===== src/rtl/cpu_pkg.sv =====
// Shared definitions for the 8-bit processor: opcode encodings, the
// opcode legality check and the fetch-stage state encoding.
package cpu_pkg;

    localparam logic [2:0] OP_ADD  = 3'b000;
    localparam logic [2:0] OP_ADDI = 3'b100;
    localparam logic [2:0] OP_SW   = 3'b101;
    localparam logic [2:0] OP_LW   = 3'b110;
    localparam logic [2:0] OP_SLL  = 3'b111;

    typedef enum logic [1:0] {
        S_BOOT,
        S_FETCH,
        S_DELIVER
    } fetch_state_t;

    // True for the five implemented opcodes; 001/010/011 are unassigned.
    function automatic logic is_legal_op(input logic [2:0] op);
        case (op)
            OP_ADD, OP_ADDI, OP_SW, OP_LW, OP_SLL: return 1'b1;
            default:                               return 1'b0;
        endcase
    endfunction

endpackage


===== src/rtl/program_counter.sv =====
// Program counter register: wraps modulo 2^PC_WIDTH, load beats increment.
module program_counter
    import cpu_pkg::*;
#(
    parameter int                  PC_WIDTH = 8,
    parameter logic [PC_WIDTH-1:0] RESET_PC = '0
) (
    input  logic                clk,
    input  logic                rst_n,
    input  logic                inc,
    input  logic                load,
    input  logic [PC_WIDTH-1:0] load_value,
    output logic [PC_WIDTH-1:0] pc
);

    // Redirect wins over sequential advance; the add wraps naturally.
    always_ff @(posedge clk or negedge rst_n) begin
        if (!rst_n)
            pc <= RESET_PC;
        else if (load)
            pc <= load_value;
        else if (inc)
            pc <= pc + 1'b1;
    end

endmodule


===== src/rtl/fetch_unit.sv =====
// Instruction fetch stage: requests one word per fetch from instruction
// memory, holds it in the instruction register until the consumer takes
// it, and supports PC redirect (flush) with priority over everything else.
module fetch_unit
    import cpu_pkg::*;
#(
    parameter int                  PC_WIDTH = 8,
    parameter logic [PC_WIDTH-1:0] RESET_PC = '0
) (
    input  logic                clk,
    input  logic                rst_n,
    output logic                imem_req,
    output logic [PC_WIDTH-1:0] imem_addr,
    input  logic [7:0]          imem_rdata,
    input  logic                imem_valid,
    input  logic                stall,
    input  logic                flush,
    input  logic [PC_WIDTH-1:0] flush_pc,
    output logic [7:0]          instr,
    output logic [2:0]          opcode,
    output logic                instr_valid,
    output logic [PC_WIDTH-1:0] pc_out,
    output logic                illegal_op
);

    fetch_state_t        state;
    logic [PC_WIDTH-1:0] pc;
    logic                redirect;
    logic                capture;
    logic                accept;

    // Flush is meaningless before the first fetch, so BOOT ignores it.
    assign redirect = flush && (state != S_BOOT);
    assign capture  = (state == S_FETCH) && imem_valid && !flush;
    assign accept   = (state == S_DELIVER) && instr_valid && !stall && !flush;

    program_counter #(
        .PC_WIDTH (PC_WIDTH),
        .RESET_PC (RESET_PC)
    ) u_pc (
        .clk        (clk),
        .rst_n      (rst_n),
        .inc        (capture),
        .load       (redirect),
        .load_value (flush_pc),
        .pc         (pc)
    );

    assign imem_addr = pc;
    assign opcode    = instr[7:5];

    // Fetch sequencer; imem_req is registered with the state so it drops
    // the instant reset asserts and never glitches.
    always_ff @(posedge clk or negedge rst_n) begin
        if (!rst_n) begin
            state    <= S_BOOT;
            imem_req <= 1'b0;
        end else begin
            case (state)
                S_BOOT: begin
                    state    <= S_FETCH;
                    imem_req <= 1'b1;
                end
                S_FETCH: begin
                    if (capture) begin
                        state    <= S_DELIVER;
                        imem_req <= 1'b0;
                    end
                end
                S_DELIVER: begin
                    if (redirect || accept) begin
                        state    <= S_FETCH;
                        imem_req <= 1'b1;
                    end
                end
                default: begin
                    state    <= S_BOOT;
                    imem_req <= 1'b0;
                end
            endcase
        end
    end

    // Instruction register with its fetch address and legality flag; the
    // flag is only ever set together with instr_valid.
    always_ff @(posedge clk or negedge rst_n) begin
        if (!rst_n) begin
            instr       <= 8'h00;
            pc_out      <= RESET_PC;
            instr_valid <= 1'b0;
            illegal_op  <= 1'b0;
        end else if (redirect) begin
            instr_valid <= 1'b0;
            illegal_op  <= 1'b0;
        end else if (capture) begin
            instr       <= imem_rdata;
            pc_out      <= pc;
            instr_valid <= 1'b1;
            illegal_op  <= !is_legal_op(imem_rdata[7:5]);
        end else if (accept) begin
            instr_valid <= 1'b0;
            illegal_op  <= 1'b0;
        end
    end

endmodule


===== config.mk =====
export PLATFORM = sky130hd
export DESIGN_NAME = fetch_unit
export DESIGN_NICKNAME = d
export VERILOG_FILES = /design/src/rtl/cpu_pkg.sv /design/src/rtl/program_counter.sv /design/src/rtl/fetch_unit.sv
export SDC_FILE = /design/constraint.sdc
export NUM_CORES = 1
export LEC_CHECK = 0
export ABC_AREA = 1
export BUFFER_PORTS_ARGS = -buffer_cell sky130_fd_sc_hd__buf_4
export CORE_MARGIN = 10
export CORE_UTILIZATION = 45
export DETAILED_ROUTE_END_ITERATION = 7
export GPL_TIMING_DRIVEN = 0
export HOLD_SLACK_MARGIN = 0.06
export PLACE_DENSITY_LB_ADDON = 0.3
export SLEW_MARGIN = 25
export SYNTH_ARGS = -nofsm -noshare
export SYNTH_HDL_FRONTEND = slang
export SYNTH_SLANG_ARGS = --single-unit
export TNS_END_PERCENT = 50

===== constraint.sdc =====
create_clock -name clk -period 1.6 [get_ports clk]
set_input_delay 0.24 -clock clk [delete_from_list [all_inputs] [get_ports clk]]
set_output_delay 0.24 -clock clk [all_outputs]
set_load 0.02 [all_outputs]

==> results of run 1 <==
[cell usage after synthesis]
cell type and n:
nand2_1 66, dfrtp_1 29, nor2_1 16, nand3_1 14, inv_1 13, o21ai_2 6
o21ai_0 5, buf_4 4, nand4_1 3, nand2_4 2, nor2_4 2, or2_2 2
buf_2 1, buf_6 1, ha_1 1, inv_2 1, inv_4 1, nand2_2 1
nor2_2 1, nor3_1 1, o211ai_1 1, o21ai_4 1, o22ai_1 1
[layout make-up]
cell class              instances  area [sq um]
clock buffers                   6          51.3
inverters                      15          58.8
flip-flops and latches         29           726
well taps                      44          55.1
plain buffers                   6          46.3
clock inverters                 2          37.5
fillers                       280          1080
repair buffers                 51           385
multi-input cells             123           592
[kinds of logic (layout without fill, tap and decap cells)]
logic type / Yosys count / after routing / share of synthesized area (%)
simple gates: 108 / 108 / 33.2
flops: 29 / 29 / 51.0
buf+inv: 21 / 80 / 7.39
compound gates: 14 / 14 / 7.56
fa+ha+maj: 1 / 1 / 0.879
[per-layer routing]
metal	up-vias	global-route usage, %
li1	657	-
met1	590	12.3
met2	36	19.7
met3	2	4.95
met4	0	3.35
met5	-	0
[metrics by stage]
| stage | worst slack [ns] | util [%] |
|---|---|---|
| detailed placement | 0.284 | 61.2 |
| global route | 0.180 | 64.5 |
| global placement | 0.271 | 61.2 |
| floorplan | 0.263 | - |
| finish | 0.267 | 64.5 |
| CTS | 0.267 | 64.5 |
[power by group]
part	switching [W]	internal (W)
Sequential	0.000311	0.00108
Clock	0.000260	0.000371
Combinational	0.00116	0.000860
[worst min-delay path by stage]
stage	to	cells after the start	slack [ns]
CTS	instr[0]$_DFFE_PN0P_	3	0.09
finish	instr[0]$_DFFE_PN0P_	3	0.11
floorplan	illegal_op$_DFFE_PN0P_	0	-0.06
detailed placement	imem_req$_DFFE_PN0P_	1	0.18
global placement	imem_req$_DFFE_PN0P_	1	0.18
global route	instr[0]$_DFFE_PN0P_	3	0.09
[worst max-delay path, cell delays in order, from the launching register on]
cell and delay (ns):
dfrtp_1 0.46, o21ai_4 0.30, inv_1 0.19, nand2_1 0.10, nand2_1 0.05, nand2_1 0.04, o21ai_0 0.07
[what timing repair did]
action	CTS	global route
endpoints found under the setup margin	0	0
endpoints found under the hold margin	29	0
hold buffers	1	0
[state kept, by name, summed over array words and instances (netlist names)]
name         count
imem_req         1
u_pc.pc          8
state            2
pc_out           8
illegal_op       1
instr_valid      1
instr            8
[placed cells by master (no fill, tap or decap), types with 2 or more instances in the layout]
cell type,netlist,layout
buf_4,4,54
clkbuf_4,0,5
dfrtp_1,29,29
inv_1,13,13
nand2_1,66,66
nand2_4,2,2
nand3_1,14,14
nand4_1,3,3
nor2_1,16,16
nor2_4,2,2
o21ai_0,5,5
o21ai_2,6,6
or2_2,2,2
==> impl_results.md, run 1 <==
* Run status: finished clean
* Met3 routed WL at 212 um
* Area Growth Syn to Fin at 37.2%
* Post-Syn Area per Cell at slightly above 8 sq um
* Crit path max fanout at 7
* Netlist cell types at 23
* Reg-to-Reg Start: state[0]$_DFFE_PN0P_
* Worst Setup Start Kind: flop
* GR Util All Layers at between 10% and 20%
* Longest Clk Path Bufs at 2
* R2R depth at 6
* Nets at 253
* Largest net degree at the start of global routing at 30
* Cell area after layout at between 0.0015 and 0.002 sq mm
* TritonRoute pass-1 iters at 4
* Crit path DAT at approximately 1.5 ns
* Die width at 76.2 um
* Slew Limit Fails at 0
* Share of layout cells above drive strength 1 at between 30% and 40%
* Top cell type by total area after synthesis: dfrtp_1
* Mapped Cells at 173
* Wire per inst at roughly 12 um
* Antenna violations before repair at 0
* H-tree levels at 2
* Critical R2R Capture: u_pc.pc[2]$_DFFE_PN0P_
* Slew @ Worst Pin at 0.361 ns
* Final Skew at 0.00595 ns
* TritonCTS Buffers at 5
* #FFs+latches synth at 29
* Seq/Total Area, Yosys at 51.0%
* Hold Crit Class: in2reg
* Unrepaired setup endpoints after global routing: no
* ANT cells at 0
* Post-Syn Area at 0.00142 sq mm
* Crit Path Class: reg2reg
* Final std cells w/o fill at 276
* Root Buffer Master: clkbuf_4
* DRC at 0
* GRT overflow at 0
* CTS tree: yes
* Synth area leaders: dfrtp_1 (51%), nand2_1 (17%), nand3_1 (4.9%)
* HPWL after detailed placement at 2640 um
* Placed Area at 0.00185 sq mm
* Final setup viols at 0
* # Max-Cap Violations at 0
* Pwr Total at ~0.0040 W
* Syn_nets at 195
* Gpl congestion at 0.856
* VDD IR max at 1.26 mV
* Die area at 0.00581 sq mm
* FMAX at roughly 0.75 GHz
* Final hold vios at 0
* Initial DRC Count at 68
* CP Capture Type: flop
* WL final at ~3400 um
* Std-Cell Rows at 20
* Share of the synthesized area in the top cell type at 51.0%
* Hold_sp: imem_rdata[0]
* Hold_ws at 0.106 ns
* First-pass GRT wire length at 5530 um
* Leakage power at ~1.0 nW
* Worst-path clk slew at 0.10 ns
* Port bufs at 50
* FF-to-FF setup slack at 0.27 ns
* CORE AREA at 0.00303 sq mm
* Critical Path Start: state[0]$_DFFE_PN0P_
* Die H at 76.2 um
* Critical Path Sink: u_pc.pc[2]$_DFFE_PN0P_
* Final setup TNS at 0 ns
* WP data required at 1.81 ns
* Tcrit/Tclk final at between 80% and 90%
* # clock sinks at 29
* Dpl cells at 267
* Routed Antenna Nets at 0
* Post-cts sizing count at 0
* Via/cell ratio at between 4 and 5
* Fin crit period at 1.33 ns
* Boundary Pins at 51
* Vias in the first global route at 1241
* Worst-Skew Late Latency at ~0.32 ns
* Top Layer Used: met4
* # Post-CTS Setup Buffers at 0
* P per Cell Area at slightly above 2000 mW/mm^2
* Synth warnings at 0
* Slew Limit Headroom at 75.9%
* Met1 wire length at 1460 um
* Vias at 1285
* Initial Util at 47.0%
* Total length of routed met2 wires at ~1700 um
No activity file was read; power rests on OpenSTA's default activity.
==> run 2, diff against run 1 <==
- CORE_UTILIZATION: 45 -> 44
- clock period: 1.6 -> 1.2 ns (I/O delays scaled with it)
==> impl_results.md, run 2 (synthesis gave the netlist of run 1 again) <==
* CTS tree: yes
* P per Cell Area at 2590 mW/mm^2 (+25%)
* Slew Limit Fails at 0 (unchanged)
* Hold_sp: imem_rdata[3]
* GRT overflow at 0 (unchanged)
* R2R depth at 6 (unchanged)
* Area Growth Syn to Fin at 50.5%
* Boundary Pins at 51 (unchanged)
* Leakage power at 1.10 nW (+5.6%)
* CP Capture Type: flop
* HPWL after detailed placement at 2720 um (+3.2%)
* Pwr Total at 0.00555 W (+37%)
* Final Skew at 0.0130 ns (+0.00705 ns)
* Die area at 0.00591 sq mm (+1.7%)
* Largest net degree at the start of global routing at 30 (unchanged)
* Vias in the first global route at 1358 (+9.4%)
* Worst Setup Start Kind: flop
* FF-to-FF setup slack at 0.008 ns (-0.26 ns)
* Unrepaired setup endpoints after global routing: yes
* FMAX at 0.839 GHz (+12%)
* Routed Antenna Nets at 0 (unchanged)
* Slew @ Worst Pin at 0.372 ns (+0.0108 ns)
* Die width at 76.9 um (+0.83%)
* Tcrit/Tclk final at 99.4% (+16 points)
* WL final at 3820 um (+14%)
* Hold Crit Class: in2reg
* Gpl congestion at 0.834 (-2.7%)
* Antenna violations before repair at 0 (unchanged)
* Longest Clk Path Bufs at 2 (unchanged)
* Slew Limit Headroom at 75.2% (-0.72 points)
* Vias at 1378 (+7.2%)
* Hold EP: instr[3]$_DFFE_PN0P_
* Crit-path cells: inv_2 -> nand2_2 -> nor2_4 -> nand2_1 -> nor3_2 -> nor2_1
* Commonest non-fill, non-tap cells in the layout: nand2_1 (63), buf_4 (53), dfrtp_1 (24)
* CORE AREA at 0.00308 sq mm (+1.7%)
* Final setup TNS at 0 ns (unchanged)
* First-pass GRT wire length at 6150 um (+11%)
* Critical R2R Capture: u_pc.pc[5]$_DFFE_PN0P_
* H-tree levels at 2 (unchanged)
* Via/cell ratio at 4.75 (+2.1%)
* Crit path max fanout at 7 (unchanged)
* Initial DRC Count at 72 (+5.9%)
* Die H at 76.9 um (+0.83%)
* DRC at 0 (unchanged)
* Hold_ws at 0.0728 ns (-0.0331 ns)
* Fin crit period at 1.19 ns (-0.140 ns)
* Std-Cell Rows at 20 (unchanged)
* Final hold vios at 0 (unchanged)
* TritonCTS Buffers at 5 (unchanged)
* Wire per inst at 13.2 um (+8.0%)
* Crit Path Class: reg2reg
* WHS Path Cells at 3 (unchanged)
* Max stage delay on crit path at 0.46 ns (about the same)
* Crit path DAT at 1.41 ns (-0.13 ns)
* WP data required at 1.42 ns (-0.39 ns)
* TritonRoute pass-1 iters at 4 (unchanged)
* # Max-Cap Violations at 0 (unchanged)
* Most common cell after layout, fill and taps aside: nand2_1
* Final setup viols at 0 (unchanged)
* VDD IR max at 1.50 mV (+19%)
* Top flop regs: instr x8, pc_out x8, u_pc.pc x8
* Port bufs at 50 (unchanged)
* Worst path slowest cell: dfrtp_2
* Initial Util at 46.2% (-0.76 points)
* Root Buffer Master: clkbuf_4
* ANT cells at 0 (unchanged)
* Run status: finished clean
* Critical Path Start: state[1]$_DFFE_PN0P_
* GR Util All Layers at 12.6% (+1.2 points)
* Worst-Skew Late Latency at 0.32 ns (about the same)
* Share of layout cells above drive strength 1 at 42.3% (+7.4 points)
* # clock sinks at 29 (unchanged)
* Reg-to-Reg Start: state[1]$_DFFE_PN0P_
* Nets at 267 (+5.5%)
* Worst-path clk slew at 0.10 ns (about the same)
[run 2: cell count changes in the layout (fill, tap and decap cells not counted), sizes merged]
cell / change
clkbuf: -1
buf: +6
nand2: +1
bufinv: -1
clkinv: +2
dlygate4sd3: +7
[run 2: repair_timing]
action                                  4_1_cts  5_1_grt
gates resized for setup                       8       17
pin swaps                                     2        6
cloned                                        0        1
endpoints found under the hold margin        36        0
hold buffers                                  8        0
setup buffers                                 3        3
endpoints found under the setup margin       22       27
[run 2: worst max path at each step]
stage	endpoint	cells after the start
global route	u_pc.pc[5]$_DFFE_PN0P_	6
detailed placement	u_pc.pc[5]$_DFFE_PN0P_	6
global placement	u_pc.pc[5]$_DFFE_PN0P_	6
floorplan	u_pc.pc[2]$_DFFE_PN0P_	6
CTS	u_pc.pc[5]$_DFFE_PN0P_	6
finish	u_pc.pc[5]$_DFFE_PN0P_	6
[run 2: area by class of cell]
type	count	area, sq um
clock buffers	5	37.5
inverters	15	61.3
clock inverters	3	17.5
fillers	252	937
plain buffers	6	63.8
repair buffers	64	524
well taps	44	55.1
flip-flops and latches	29	732
multi-input cells	124	649
[run 2: metrics by stage]
step	instance area (sq um)	util [%]	setup slack, ns	std cells
after floorplan	1450	-	0.00409	173
after global placement	1880	60.9	-0.126	267
after global routing	2140	69.6	-0.0901	290
after detailed placement	1880	60.9	-0.122	267
final	2140	69.6	0.00753	290
after CTS	2060	67.0	-0.0123	286
[run 2: routing by layer]
metal / global-route usage [%] / routed length (um)
met1: 14.7 / 1610
met2: 19.7 / 1870
met3: 5.83 / 282
met4: 4.46 / 52
met5: 0 / 0
[run 2: critical path, delay by kind of cell, from the launching register on]
family | cells | cell delay, ns
buffers and inverters | 1 | 0.08
DFF | 1 | 0.46
and+or+nand+nor | 5 | 0.55
[run 2: where the power goes]
group	switching, W	internal [W]
Clock	0.000349	0.000221
Sequential	0.000444	0.00145
Combinational	0.00171	0.00138
Total	0.00250	0.00305
==> run 3, diff against run 2 <==
- BUFFER_PORTS_ARGS: -buffer_cell sky130_fd_sc_hd__buf_4 -> not set
- CORE_UTILIZATION: 44 -> 55
- DONT_BUFFER_PORTS: not set -> 1
==> impl_results.md, run 3 (synthesis gave the netlist of run 1 again) <==
* Tcrit/Tclk final at 108% (+8.7 points)
* Share of layout cells above drive strength 1 at 29.4% (-13 points)
* Crit path max fanout at 6 (-1)
* Root Buffer Master: clkbuf_4
* First-pass GRT wire length at 6040 um (-1.8%)
* Leakage power at 0.891 nW (-19%)
* Boundary Pins at 51 (unchanged)
* Reg-to-Reg Start: u_pc.pc[0]$_DFFE_PN0P_
* Wire per inst at 16.4 um (+25%)
* HPWL after detailed placement at 2650 um (-2.6%)
* # clock sinks at 29 (unchanged)
* Die H at 70.9 um (-7.8%)
* Slew @ Worst Pin at 0.294 ns (-0.0779 ns)
* CP delay by family, top: flip-flops
* Worst-path clk slew at 0.09 ns (about the same)
* Hold_ws at 0.0635 ns (-0.00924 ns)
* WP data required at 1.40 ns (-0.02 ns)
* Nets at 222 (-17%)
* Slew Limit Headroom at 80.4% (+5.2 points)
* VDD IR max at 1.75 mV (+17%)
* Crit path DAT at 1.50 ns (+0.09 ns)
* Run status: complete, but fails checks
* Unrepaired setup endpoints after global routing: yes
* CORE AREA at 0.00248 sq mm (-20%)
* GR Util All Layers at 14.9% (+2.3 points)
* Hold_sp: imem_rdata[6]
* R2R depth at 6 (unchanged)
* FMAX at 0.771 GHz (-8.1%)
* Final setup viols at 5 (+5)
* Final Skew at 0.0107 ns (-0.00229 ns)
* Max stage delay on crit path at 0.53 ns (+0.07 ns)
* Levels on crit path at 6 (unchanged)
* TritonRoute pass-1 iters at 4 (unchanged)
* WL final at 3800 um (-0.55%)
* Die area at 0.00502 sq mm (-15%)
* # Max-Cap Violations at 0 (unchanged)
* Longest Clk Path Bufs at 2 (unchanged)
* Area Growth Syn to Fin at 28.9%
* H-tree levels at 2 (unchanged)
* Critical Path Start: u_pc.pc[0]$_DFFE_PN0P_
* Fin crit period at 1.30 ns (+0.105 ns)
* WHS Path Cells at 2 (-1)
* CP Capture Type: flop
* Most common cell after layout, fill and taps aside: nand2_1
* Die width at 70.9 um (-7.8%)
* Initial Util at 57.4% (+11 points)
* Failing checks: negative setup slack
* Crit Path Class: reg2reg
* Pwr Total at 0.00506 W (-8.8%)
* Top flop regs: instr x8, pc_out x8, u_pc.pc x8
* Worst Path Buf+Inv at 0 (-1)
* GRT overflow at 0 (unchanged)
* Port bufs at 0 (-100%)
* Routed Antenna Nets at 0 (unchanged)
* Worst setup margin at -0.0974 ns (-0.105 ns)
* Crit-path cells: ha_4 -> nand2_2 -> nor2_1 -> nand2_1 -> nand3_1 -> o211ai_1
* Vias at 1244 (-9.7%)
* Worst Setup Start Kind: flop
* TritonCTS Buffers at 5 (unchanged)
* Largest net degree at the start of global routing at 30 (unchanged)
* Final hold vios at 0 (unchanged)
* Placement Setup Slack at -0.132 ns (-0.0104 ns)
* Gpl congestion at 0.830 (-0.47%)
* Slew Limit Fails at 0 (unchanged)
* CTS tree: yes
* Worst-Skew Late Latency at 0.33 ns (about the same)
* Worst path slowest cell: dfrtp_2
* Initial DRC Count at 72 (unchanged)
* Std-Cell Rows at 18 (-10%)
* Commonest non-fill, non-tap cells in the layout: nand2_1 (63), dfrtp_1 (17), dlygate4sd3_1 (14)
* Hold Crit Class: in2reg
* Via/cell ratio at 5.39 (+13%)
* Vias in the first global route at 1273 (-6.3%)
* Antenna violations before repair at 0 (unchanged)
* DRC at 0 (unchanged)
* P per Cell Area at 2760 mW/mm^2 (+6.4%)
* Final setup TNS at -0.311 ns (-0.311 ns)
* ANT cells at 0 (unchanged)
run 3: cell count changes in the layout (fill, tap and decap cells not counted), moves of 2 or more:
cell,delta
dfrtp_2,+7
buf_4,-47
dfrtp_1,-7
buf_6,-3
nand2_2,-2
dlygate4sd3_1,+6
clkinv_2,-2
run 3: worst paths after layout:
kind | slack [ns] | end
worst max register to register | -0.1 | u_pc.pc[4]$_DFFE_PN0P_
worst max-delay path | -0.1 | u_pc.pc[4]$_DFFE_PN0P_
worst min-delay path | 0.06 | illegal_op$_DFFE_PN0P_
worst min register to register | 0.60 | instr[6]$_DFFE_PN0P_
max in group asynchronous | 0.73 | state[0]$_DFFE_PN0P_
min in group asynchronous | 0.29 | u_pc.pc[0]$_DFFE_PN0P_
run 3: per-layer routing:
metal	GRT usage, %	vias up	share of wire, %
li1	-	597	-
met1	15.6	583	38
met2	24.4	57	49
met3	7.53	7	11
met4	6.67	0	1.4
met5	0	-	0
run 3: through the flow:
step                      instance area, sq um  util [%]  std cells
after CTS                                 1770      71.4        229
after global placement                    1480      59.8        203
final                                     1830      74.0        231
after detailed placement                  1480      59.8        203
after floorplan                           1450         -        173
after global routing                      1830      74.0        231
run 3: what timing repair did:
action                     4_1_cts  5_1_grt
pin swaps                        5        3
resized for setup               12       20
setup endpoints to repair       24       23
hold endpoints to repair        42        0
gates cloned                     0        0
setup buffers                    3        2
hold buffers                    15        0
run 3: power by group:
part	leakage [nW]	internal (W)	switching [W]
clock network	0.0455	0.000497	0.000335
logic	0.500	0.000706	0.000941
registers	0.346	0.00147	0.00111
total	0.891	0.00267	0.00239
run 3: cell type report:
type / instances / area, sq um
tap: 30 / 37.5
fill: 176 / 643
multi-input combinational: 123 / 646
timing repair buffer: 20 / 201
buffer: 6 / 60.1
sequential: 29 / 741
clock inverter: 1 / 30.0
clock buffer: 7 / 55.1
inverter: 15 / 63.8
